<file path="src/rtl/disp_pkg.sv">
// Shared definitions for the display SPI bus arbiters.
package disp_pkg;

  // Arbiter FSM encodings.
  typedef enum logic [1:0] {
    StIdle  = 2'd0,
    StStart = 2'd1,
    StRun   = 2'd2,
    StGap   = 2'd3
  } arb_state_e;

  // Values driven onto the SPI pins while no engine owns the bus.
  localparam logic MOSI_IDLE = 1'b0;
  localparam logic DC_IDLE   = 1'b0;
  localparam logic CS_IDLE   = 1'b1;

endpackage

</file>
<file path="src/rtl/rr_pick.sv">
// Combinational round-robin picker: first set request after ptr_i, wrapping mod N.
module rr_pick #(
  parameter int unsigned N = 3,
  localparam int unsigned IW = $clog2(N)
) (
  input  logic [N-1:0]  req_i,
  input  logic [IW-1:0] ptr_i,
  output logic          valid_o,
  output logic [IW-1:0] idx_o
);

  logic [IW-1:0] cand;

  // Scan from the farthest offset down so the nearest set bit after ptr_i wins.
  always_comb begin
    idx_o = '0;
    cand  = '0;
    for (int k = int'(N); k >= 1; k--) begin
      cand = IW'((int'(ptr_i) + k) % int'(N));
      if (req_i[cand]) idx_o = cand;
    end
    valid_o = |req_i;
  end

endmodule

</file>
<file path="src/rtl/spi_bus_arbiter.sv">
// Round-robin owner of the display SPI pins shared by the drawing engines.
module spi_bus_arbiter
  import disp_pkg::*;
#(
  parameter int unsigned N       = 3,
  parameter int unsigned GAP     = 4,
  parameter int unsigned TIMEOUT = 0,
  localparam int unsigned IW     = $clog2(N)
) (
  input  logic          i_clk,
  input  logic          i_rst,
  input  logic [N-1:0]  i_req,
  input  logic [N-1:0]  i_mosi,
  input  logic [N-1:0]  i_dc,
  input  logic [N-1:0]  i_cs,
  input  logic [N-1:0]  i_done,
  output logic [N-1:0]  o_start,
  output logic [N-1:0]  o_grant,
  output logic [IW-1:0] o_idx,
  output logic          o_busy,
  output logic          o_timeout,
  output logic          o_mosi,
  output logic          o_dc,
  output logic          o_cs
);

  localparam logic [31:0] TimeoutLast = (TIMEOUT == 0) ? 32'd0 : 32'(TIMEOUT - 1);
  localparam logic [31:0] GapLast     = (GAP == 0) ? 32'd0 : 32'(GAP - 1);

  arb_state_e    state_q, state_d;
  logic [IW-1:0] ptr_q, ptr_d;
  logic [IW-1:0] idx_q, idx_d;
  logic [N-1:0]  grant_q, grant_d;
  logic [N-1:0]  start_q, start_d;
  logic          timeout_q, timeout_d;
  logic [31:0]   wd_q, wd_d;
  logic [31:0]   gap_q, gap_d;

  logic          pick_valid;
  logic [IW-1:0] pick_idx;
  logic [N-1:0]  pick_oh;

  rr_pick #(
    .N (N)
  ) u_rr_pick (
    .req_i   (i_req),
    .ptr_i   (ptr_q),
    .valid_o (pick_valid),
    .idx_o   (pick_idx)
  );

  assign pick_oh = {{(N-1){1'b0}}, 1'b1} << pick_idx;

  // Next-state: arbitrate in idle, pulse start, hold grant until done or watchdog, then guard gap.
  always_comb begin
    state_d   = state_q;
    ptr_d     = ptr_q;
    idx_d     = idx_q;
    grant_d   = grant_q;
    start_d   = '0;
    timeout_d = 1'b0;
    wd_d      = wd_q;
    gap_d     = gap_q;
    case (state_q)
      StIdle: begin
        if (pick_valid) begin
          ptr_d   = pick_idx;
          idx_d   = pick_idx;
          grant_d = pick_oh;
          start_d = pick_oh;
          state_d = StStart;
        end
      end
      StStart: begin
        // Done is deliberately not sampled here; the engine has only just been started.
        wd_d    = '0;
        state_d = StRun;
      end
      StRun: begin
        if (i_done[idx_q]) begin
          grant_d = '0;
          gap_d   = '0;
          state_d = (GAP == 0) ? StIdle : StGap;
        end else if ((TIMEOUT != 0) && (wd_q == TimeoutLast)) begin
          timeout_d = 1'b1;
          grant_d   = '0;
          gap_d     = '0;
          state_d   = (GAP == 0) ? StIdle : StGap;
        end else if (wd_q != '1) begin
          wd_d = wd_q + 32'd1;
        end
      end
      StGap: begin
        if (gap_q == GapLast) begin
          state_d = StIdle;
        end else begin
          gap_d = gap_q + 32'd1;
        end
      end
      default: state_d = StIdle;
    endcase
  end

  // State register; pointer starts at N-1 so requester 0 is favoured first.
  always_ff @(posedge i_clk or posedge i_rst) begin
    if (i_rst) begin
      state_q   <= StIdle;
      ptr_q     <= IW'(N - 1);
      idx_q     <= '0;
      grant_q   <= '0;
      start_q   <= '0;
      timeout_q <= 1'b0;
      wd_q      <= '0;
      gap_q     <= '0;
    end else begin
      state_q   <= state_d;
      ptr_q     <= ptr_d;
      idx_q     <= idx_d;
      grant_q   <= grant_d;
      start_q   <= start_d;
      timeout_q <= timeout_d;
      wd_q      <= wd_d;
      gap_q     <= gap_d;
    end
  end

  // Pin mux from the registered grant, so reset forces cs high without waiting for a clock.
  always_comb begin
    o_mosi = MOSI_IDLE;
    o_dc   = DC_IDLE;
    o_cs   = CS_IDLE;
    if ((grant_q != '0) && ((state_q == StStart) || (state_q == StRun))) begin
      o_mosi = i_mosi[idx_q];
      o_dc   = i_dc[idx_q];
      o_cs   = i_cs[idx_q];
    end
  end

  assign o_start   = start_q;
  assign o_grant   = grant_q;
  assign o_idx     = idx_q;
  assign o_busy    = (state_q != StIdle);
  assign o_timeout = timeout_q;

endmodule

</file>
<file path="config.mk">
export PLATFORM = sky130hd
export DESIGN_NAME = spi_bus_arbiter
export DESIGN_NICKNAME = d
export VERILOG_FILES = /design/src/rtl/disp_pkg.sv /design/src/rtl/rr_pick.sv /design/src/rtl/spi_bus_arbiter.sv
export SDC_FILE = /design/constraint.sdc
export NUM_CORES = 1
export LEC_CHECK = 0
export CAP_MARGIN = 15
export CORE_MARGIN = 8
export CORE_UTILIZATION = 56
export CTS_CLUSTER_SIZE = 40
export DETAILED_ROUTE_END_ITERATION = 16
export HOLD_SLACK_MARGIN = 0.05
export PLACE_DENSITY = 0.8
export SYNTH_ARGS = -nofsm -noshare
export SYNTH_HDL_FRONTEND = slang
export SYNTH_SLANG_ARGS = --single-unit
</file>
<file path="constraint.sdc">
create_clock -name i_clk -period 2.35 [get_ports i_clk]
set_input_delay 0.235 -clock i_clk [delete_from_list [all_inputs] [get_ports i_clk]]
set_output_delay 0.235 -clock i_clk [all_outputs]
set_load 0.01 [all_outputs]
</file>
-- Word level (Yosys, flattened, before mapping)
Index checks and enable logic that the tools add are counted.
- register bits: 44
- bits of input ports: 17
- output and inout bits: 13
- add/subtract/negate cells: 4
- div/mod/pow operators: 3
- magnitude comparators: 4
- equality and inequality tests: 8
- shift operators: 1
- mux-type cells: 32
- reduce and logical (&&, ||, !) cells: 12
- operators with widths (operator ; number):
    remainder unit 32 x 3 -> 32 bit (second input constant) ; 3
    two-way mux 32 bit ; 2
    one-hot mux 32 bit (2 select lines) ; 1
    adder 32 x 1 -> 32 bit (second input constant) ; 1
    equality test 32 x 2 -> 1 bit (second input constant) ; 1
    binary-select mux 1 bit (select 2 bit) ; 7
    < comparator 2 x 3 -> 1 bit (second input constant) ; 4
    two-way mux 2 bit ; 6
    two-way mux 3 bit ; 4
    two-way mux 1 bit ; 10
    AND reduction 3 bit ; 3
    != test 2 bit (second input constant) ; 4
    one-hot mux 2 bit (4 select lines) ; 1
    adder 2 x 2 -> 3 bit (second input constant) ; 2
    one-hot mux 3 bit (2 select lines) ; 1
    nonzero test 2 bit ; 3
    equality test 2 bit (second input constant) ; 2
    adder 2 x 1 -> 3 bit (second input constant) ; 1
    nonzero test 3 bit ; 1
    OR reduction 3 bit ; 1
    left shift 1 x 2 -> 3 bit (first input constant) ; 1
    equality test 2 x 1 -> 1 bit (second input constant) ; 1
    zero test 2 bit ; 1
    AND reduction 2 bit ; 1
    other kinds (2) ; 2

-- Depth between registers and ports, before layout
Gate-level depths: netlist of the first run.
- depth in word-level cells: 10
- depth in mapped cells: 9

-- Modules after synthesis
A second synthesis of the first run with hierarchy kept.
- cell total of the unflattened synthesis: 329
- area total of the unflattened synthesis: 2866.5 µm²
- modules (own cells, without submodules) (module ; times used ; cells each ; area each (µm²)):
    spi_bus_arbiter ; 1 ; 309 ; 2716.4
    rr_pick ; 1 ; 20 ; 150.1

-- Least setup slack after synthesis of the first run
Ideal clock, no wire load.
- path type: reg-to-reg
- start point: reg ptr_q[0]
- end point: reg grant_q[0] (netlist: o_grant[0])
- data arrival time: 1.894 ns
- required time: 2.228 ns
- slack: 0.334 ns
- stages on the path, launching flop included: 9
- period minus slack after synthesis: 2.016 ns
- cells stage by stage: dfrtp_1 buf_2 inv_1 ha_1 nor4b_1 o31ai_1 a21oi_1 a21oi_1 a32o_1
- longest elaborated chain between the ends: 10
- elaborated cells on any way between the ends: 18
- RTL lines (what ; RTL line ; text):
    start: declaration ; spi_bus_arbiter.sv:31 ; logic [IW-1:0] ptr_q, ptr_d;
    start signal: assignment ; spi_bus_arbiter.sv:108 ; ptr_q <= IW'(N - 1);
    start signal: assignment ; spi_bus_arbiter.sv:117 ; ptr_q <= ptr_d;
    adder 2 x 2 -> 3 bit ; rr_pick.sv:19 ; cand = IW'((int'(ptr_i) + k) % int'(N));
    remainder unit 32 x 3 -> 32 bit ; rr_pick.sv:19 ;
    binary-select mux 1 bit (select 2 bit) ; rr_pick.sv:20 ; if (req_i[cand]) idx_o = cand;
    two-way mux 1 bit (not written as such) ; rr_pick.sv:20 ;
    two-way mux 2 bit (2 in series) ; rr_pick.sv:20 ;
    two-way mux 2 bit * ; rr_pick.sv:20 ;
    left shift 1 x 2 -> 3 bit * ; spi_bus_arbiter.sv:52 ; assign pick_oh = {{(N-1){1'b0}}, 1'b1} << pick_idx;
    two-way mux 3 bit * ; spi_bus_arbiter.sv:66 ; if (pick_valid) begin
    one-hot mux 3 bit (2 select lines) * ; spi_bus_arbiter.sv:64 ; case (state_q)
    end signal: assignment ; spi_bus_arbiter.sv:119 ; grant_q <= grant_d;
    end: declaration ; spi_bus_arbiter.sv:33 ; logic [N-1:0] grant_q, grant_d;
Mark *: on every way between the ends. The rest lies on a longest branch, timed or not. The select of a mux whose other input is x is not followed.
A chain may end at the register's enable or synchronous reset.

-- Worst setup path in the final report of the first run
- start point: reg state_q[1]
- end point: out o_cs
- longest elaborated chain between the ends: 4
- elaborated cells on any way between the ends: 5
- RTL lines (what ; RTL line ; text):
    start: declaration ; spi_bus_arbiter.sv:30 ; arb_state_e state_q, state_d;
    start signal: assignment ; spi_bus_arbiter.sv:107 ; state_q <= StIdle;
    start signal: assignment ; spi_bus_arbiter.sv:116 ; state_q <= state_d;
    equality test 2 x 1 -> 1 bit or equality test 2 bit (tied branches) ; n/a ;
    logical OR 1 bit * ; spi_bus_arbiter.sv:132 ; if ((grant_q != '0) && ((state_q == StStart) || (state_q == StRun))) begin
    logical AND 1 bit * ; spi_bus_arbiter.sv:132 ;
    two-way mux 1 bit * ; spi_bus_arbiter.sv:132 ;
    end: declaration ; spi_bus_arbiter.sv:24 ; output logic o_cs
Mark *: on every way between the ends. The rest lies on a longest branch, timed or not.

==> results of run 1 <==
==> final timing paths <==
path                                           to  slack, ns  depth (start not counted)
setup / recovery                             o_cs       0.16                          5
max in group asynchronous    ptr_q[1]$_DFFE_PP1P_       1.55                          3
hold / removal              gap_q[30]$_DFFE_PP0P_       0.21                          2
min in group i_clk         o_grant[0]$_DFFE_PP0P_       0.53                          1
setup reg to reg           state_q[1]$_DFFE_PP0P_       0.16                          6
hold reg to reg            o_grant[0]$_DFFE_PP0P_       0.53                          1
==> worst reg2reg max path: stages, from the launching register on <==
cell and delay [ns]:
dfrtp_1 0.45, ha_1 0.26, nor4b_1 0.27, nand4_1 0.34
o21ai_0 0.35, nand2_1 0.13, mux2_2 0.28
==> cells by family (layout without fill, tap and decap cells) <==
group	count (synthesis)	in the layout	synth area share [%]
AO/OA/AOI/OAI	35	35	11.19
XOR/XNOR	27	27	9.152
adder cells (fa/ha/maj)	8	8	3.874
buffers and inverters	30	65	5.375
flip-flops	43	43	41.70
multiplexers	5	5	2.518
other	1	1	0.1451
AND/OR/NAND/NOR	132	132	26.05
==> metal layers <==
| metal | GRT usage, % | routed length (um) | vias up |
|---|---|---|---|
| met1 | 22.18 | 2696 | 1051 |
| met2 | 26.18 | 2689 | 68 |
| met4 | 6.122 | 46 | 0 |
| li1 | - | - | 1061 |
| met5 | 0 | 0 | - |
| met3 | 4.004 | 309 | 7 |
==> registers in the layout (all words and copies together) (netlist names) <==
signal   count
ptr_q        2
o_idx        1
o_grant      3
o_start      3
state_q      2
gap_q       32
==> power by group <==
group	internal [mW]	switching [mW]
clock	0.203	0.250
combinational	0.535	0.753
sequential	0.839	0.0935
==> repair_timing <==
item	in CTS	in global routing
endpoints found under the hold margin	0	0
resized for setup	0	3
setup endpoints to repair	0	3
==> cells in the final DEF (no fill, tap or decap), types with 3 or more instances in the layout <==
cell type and instances:
xor2_1 23, o31ai_1 3, clkinv_2 3, inv_1 16, nand3_1 12, dfrtp_1 41
nor2b_1 4, buf_4 12, nor3_1 10, o21ai_0 6, nor4_1 7, a21oi_1 6
nand2b_1 4, nand4_1 26, and3_1 4, nand2_1 16, ha_1 8, xnor2_1 4
nor2_1 41, clkdlybuf4s50_1 28, clkbuf_8 5
==> area by class of cell <==
type                            count  area [sq um]
Clock buffer                        5         68.82
Clock inverter                      3         15.01
Fill cell                         337          1380
Inverter                           17         63.81
Multi-Input combinational cell    208          1373
Sequential cell                    43          1079
Tap cell                           52         65.06
Timing Repair Buffer               40         370.4
==> metrics by stage <==
step | instance area (sq um) | hold WS (ns) | utilization [%] | setup WS (ns)
after floorplan | 2584 | 0.3666 | - | 0.3343
after global placement | 2944 | 0.5155 | 66.70 | 0.2803
after detailed placement | 2944 | 0.5160 | 66.70 | 0.1825
after CTS | 3028 | 0.2198 | 68.59 | 0.04676
after global routing | 3034 | 0.2380 | 68.74 | 0.05690
final | 3034 | 0.2066 | 68.74 | 0.1615
==> run metrics, run 1 <==
Cell variety after synth=48; total core area=4414 sq um; Rel. slew slack=63.24%; synthesis-to-finish area growth=17.43%; crit path capture type=output pin; crit path max fanout=4; CTS Hold Bufs=0; FFs w/ async S/R, synth=100.0%; Post-synth EDFFs=0; Syn Inst Count=281; Chip Width=83.93 um; DR DRC count=0; Main synth FF type=dfrtp_1; CTS tree=done; crit path from=state_q[1]$_DFFE_PP0P_; # clock sinks=43; Design Power=2.674 mW; Detailed Place HPWL=4273 um; initial antenna violation count=0; IO Port Bufs=28; maxcap violations=0; vias in the first global route=2,170; Clock Pin Slew Worst Setup and Hold Paths=0.08 ns; critical path arrival=1.95 ns; RSZ-0062 raised after global routing=no; top cells by count, synth=42 x dfrtp_1, 41 x nor2_1, 26 x nand4_1, 23 x xor2_1, 17 x inv_1; leakage dissipation=1.321 nW; crit share post-route=93.13%; drt via density=5.943; Syn. warnings=0; Boundary Pins=30; Layout Nets=340; WS Path Type=reg2out; Seq/Total Area, Yosys=41.69%; Rows=24; largest net degree at the start of global routing=29; gr usage total=16.88%; Yosys top cell area share=40.68%; antenna-violating nets left=0; share of layout cells above drive strength 1=9.810%; top cells by area, synth=dfrtp_1 41%, xor2_1 7.8%, nand4_1 6.3%; pwr dens=881.1 nW/um^2; Yosys reg bits=43; CTS Buf Count=5; WL/cell=15.60 um; Pins Over Slew Limit=0; dpl cells=360; final estimated routing congestion in global placement=0.8769; endpoints failing setup=0; root buffer cell=clkbuf_8; status=finished, final reports clean; worst endpoint required time=2.12 ns; final WL=5742 um; CP startpoint kind=register; largest area contributor in the netlist=dfrtp_1; clock latency on the worst-skew pair=0.30 ns; maximum vdd ir drop=0.7980 mV; Worst Hold Class=in2async; first-pass GRT wire length=9984 um; Worst path max stage delay=0.49 ns; Non-Filler Instances=368; most common cell in the netlist=dfrtp_1; worst r2r src=gap_q[0]$_DFFE_PP0P_; DRT iter0 DRCs=262; Post-CTS Setup Inserts=0; Worst Tran Pin Value=0.5467 ns; highest clock rate=456.9 MHz; critical path's top delay family=buffers and inverters; die area=7043 sq um; total gr overflow=0; ANT cells=0; Avg Inst Size Synth=9.195 sq um; Die Ht=83.93 um; initial core utilization=58.53%; total vias in the final route=2,187; clk_skew=0.007184 ns; Final Hold Viols=0; Max clock buf depth=2; DRT Pass-1 Iters=4; CP cell instances=inv_1 -> ha_1 -> o31ai_1 -> a221o_1 -> clkdlybuf4s50_1; Post-Syn Area=2584 sq um; H-tree depth=2; crit path time final=2.188 ns; TNS Setup=0 ns; Syn Nets=306; Crit-path slowest cell=clkdlybuf4s50_1; Buf/Inv on CP=2
No activity file was read; power rests on OpenSTA's default activity.
==> run 2: changes to the inputs <==
- clock period: 2.35 -> 2.5 ns (I/O delays scaled with it)
==> run metrics, run 2 (synthesis results as in run 1) <==
status=finished, final reports clean; gr usage total=17.76% (+0.88 points); DRT iter0 DRCs=171 (-35%); Max clock buf depth=2 (unchanged); initial core utilization=58.53% (unchanged); Post-CTS Setup Inserts=0 (unchanged); # clock sinks=43 (unchanged); crit path time final=2.258 ns; worst endpoint required time=2.25 ns (+0.13 ns); Chip Width=83.93 um (unchanged); CTS tree=done; synthesis-to-finish area growth=15.69%; TNS Setup=0 ns (unchanged); Crit-path slowest cell=dfrtp_2; dpl cells=355 (-1.4%); share of layout cells above drive strength 1=7.395% (-2.4 points); crit path max fanout=9 (+5); Detailed Place HPWL=4218 um (-1.3%); Rows=24 (unchanged); crit path capture type=output pin; drt via density=6.176 (+3.9%); met2 Track Usage GR=27.09% (+0.91 points); commonest non-fill, non-tap cells in the layout=41 x nor2_1, 41 x dfrtp_1, 28 x clkdlybuf4s50_1, 26 x nand4_1, 23 x xor2_1; first-pass GRT wire length=10,460 um (+4.8%); leakage dissipation=1.289 nW (-2.5%); total core area=4414 sq um (unchanged); initial antenna violation count=0 (unchanged); Non-Filler Instances=363 (-1.4%); Design Power=2.491 mW (-6.8%); CTS Buf Count=5 (unchanged); H-tree depth=2 (unchanged); combinational share of power=47.3% (-0.9 points); critical path arrival=2.01 ns (+0.06 ns); Buf/Inv on CP=1 (-1); vias in the first global route=2,211 (+1.9%); largest net degree at the start of global routing=35 (+21%); Worst Tran Pin Value=0.5308 ns (-0.01587 ns); sw frac=41.10% (+0.10 points); Filler cells=353 (+4.7%); internal power=1.467 mW (-7.0%); met3 global-route usage=5.371% (+1.4 points); final WL=5986 um (+4.2%); total vias in the final route=2,242 (+2.5%); pwr dens=833.2 nW/um^2 (-5.4%); busiest grt layer=met2; Die Ht=83.93 um (unchanged); maximum vdd ir drop=0.7945 mV (-0.44%); root buffer cell=clkbuf_8; endpoints failing setup=0 (unchanged); RSZ-0062 raised after global routing=no; Boundary Pins=30 (unchanged); WS Path Type=reg2out; Layout Nets=335 (-1.5%); WL/cell=16.49 um (+5.7%); pre-CTS worst setup slack=0.3550 ns (+0.1725 ns); Switch Pwr=1.024 mW (-6.6%); Rel. slew slack=64.31% (+1.1 points); final core utilization=67.72% (-1.0 points); IO Port Bufs=28 (unchanged); CTS Hold Bufs=0 (unchanged); DR DRC count=0 (unchanged); Seq pwr share=35.4% (+0.5 points); clock latency on the worst-skew pair=0.30 ns (about the same); CP cell instances=mux2_2 -> a221o_1 -> clkdlybuf4s50_1; die area=7043 sq um (unchanged); CP startpoint kind=register; total gr overflow=0 (unchanged); clk_skew=0.006467 ns (-0.0007172 ns); most flop-heavy register=gap_q; Worst Hold Class=in2async; antenna-violating nets left=0 (unchanged); maxcap violations=0 (unchanged); final estimated routing congestion in global placement=0.8794 (+0.29%); highest clock rate=442.9 MHz; Worst path max stage delay=0.53 ns (+0.04 ns); setup ws final=0.2423 ns (+0.08076 ns); DRT Pass-1 Iters=6 (+2); Pins Over Slew Limit=0 (unchanged); post-CTS sizing=0 (unchanged); critical path's top delay family=flip-flops; met1 GRT Util=23.63% (+1.5 points); Final Hold Viols=0 (unchanged); max FFs per register=32 (unchanged); Clock Power Share=17.3% (+0.3 points); Clock Pin Slew Worst Setup and Hold Paths=0.08 ns (about the same); ANT cells=0 (unchanged); crit share post-route=90.31%
-- run 2: power groups by stage --
| stage | clock network [mW] | registers, mW | logic [mW] |
|---|---|---|---|
| 6_report | 0.432 | 0.882 | 1.18 |
| 5_1_grt | 0.467 | 0.896 | 1.30 |
| 4_1_cts | 0.436 | 0.881 | 1.17 |
| 3_5_place_dp | 0 | 0.891 | 1.17 |
| 3_3_place_gp | 0 | 0.883 | 1.14 |
| 2_1_floorplan | 0 | 0.879 | 0.816 |
-- run 2: stage by stage --
step | hold WS (ns) | cell area [sq um]
2_1_floorplan | 0.3816 | 2584
3_3_place_gp | 0.5096 | 2907
3_5_place_dp | 0.5144 | 2907
4_1_cts | 0.2039 | 2988
5_1_grt | 0.2333 | 2989
6_report | 0.1898 | 2989
-- run 2: layout make-up --
| cell class | count | area, sq um | area share, % |
|---|---|---|---|
| Multi-Input combinational cell | 208 | 1368 | 45.75 |
| Sequential cell | 43 | 1079 | 36.08 |
| Timing Repair Buffer | 35 | 332.8 | 11.13 |
| Clock buffer | 7 | 76.32 | 2.553 |
| Tap cell | 52 | 65.06 | 2.177 |
| Inverter | 17 | 63.81 | 2.135 |
| Clock inverter | 1 | 5.005 | 0.1674 |
-- run 2: final timing paths --
check | from | to | slack [ns] | cells past startpoint
max | o_idx[1]$_DFFE_PP0P_ | o_cs | 0.24 | 3
min reg2reg | o_grant[1]$_DFFE_PP0P_ | o_grant[1]$_DFFE_PP0P_ | 0.55 | 1
min in group i_clk | o_grant[1]$_DFFE_PP0P_ | o_grant[1]$_DFFE_PP0P_ | 0.55 | 1
max reg2reg | gap_q[0]$_DFFE_PP0P_ | gap_q[7]$_DFFE_PP0P_ | 0.29 | 6
max in group asynchronous | i_rst | gap_q[21]$_DFFE_PP0P_ | 1.60 | 3
min | i_rst | o_start[1]$_DFF_PP0_ | 0.19 | 2
-- run 2: per-layer routing --
metal	wire length, um	vias up
li1	-	1061
met1	2659	1060
met2	2776	100
met3	432	21
met4	118	0
met5	0	-
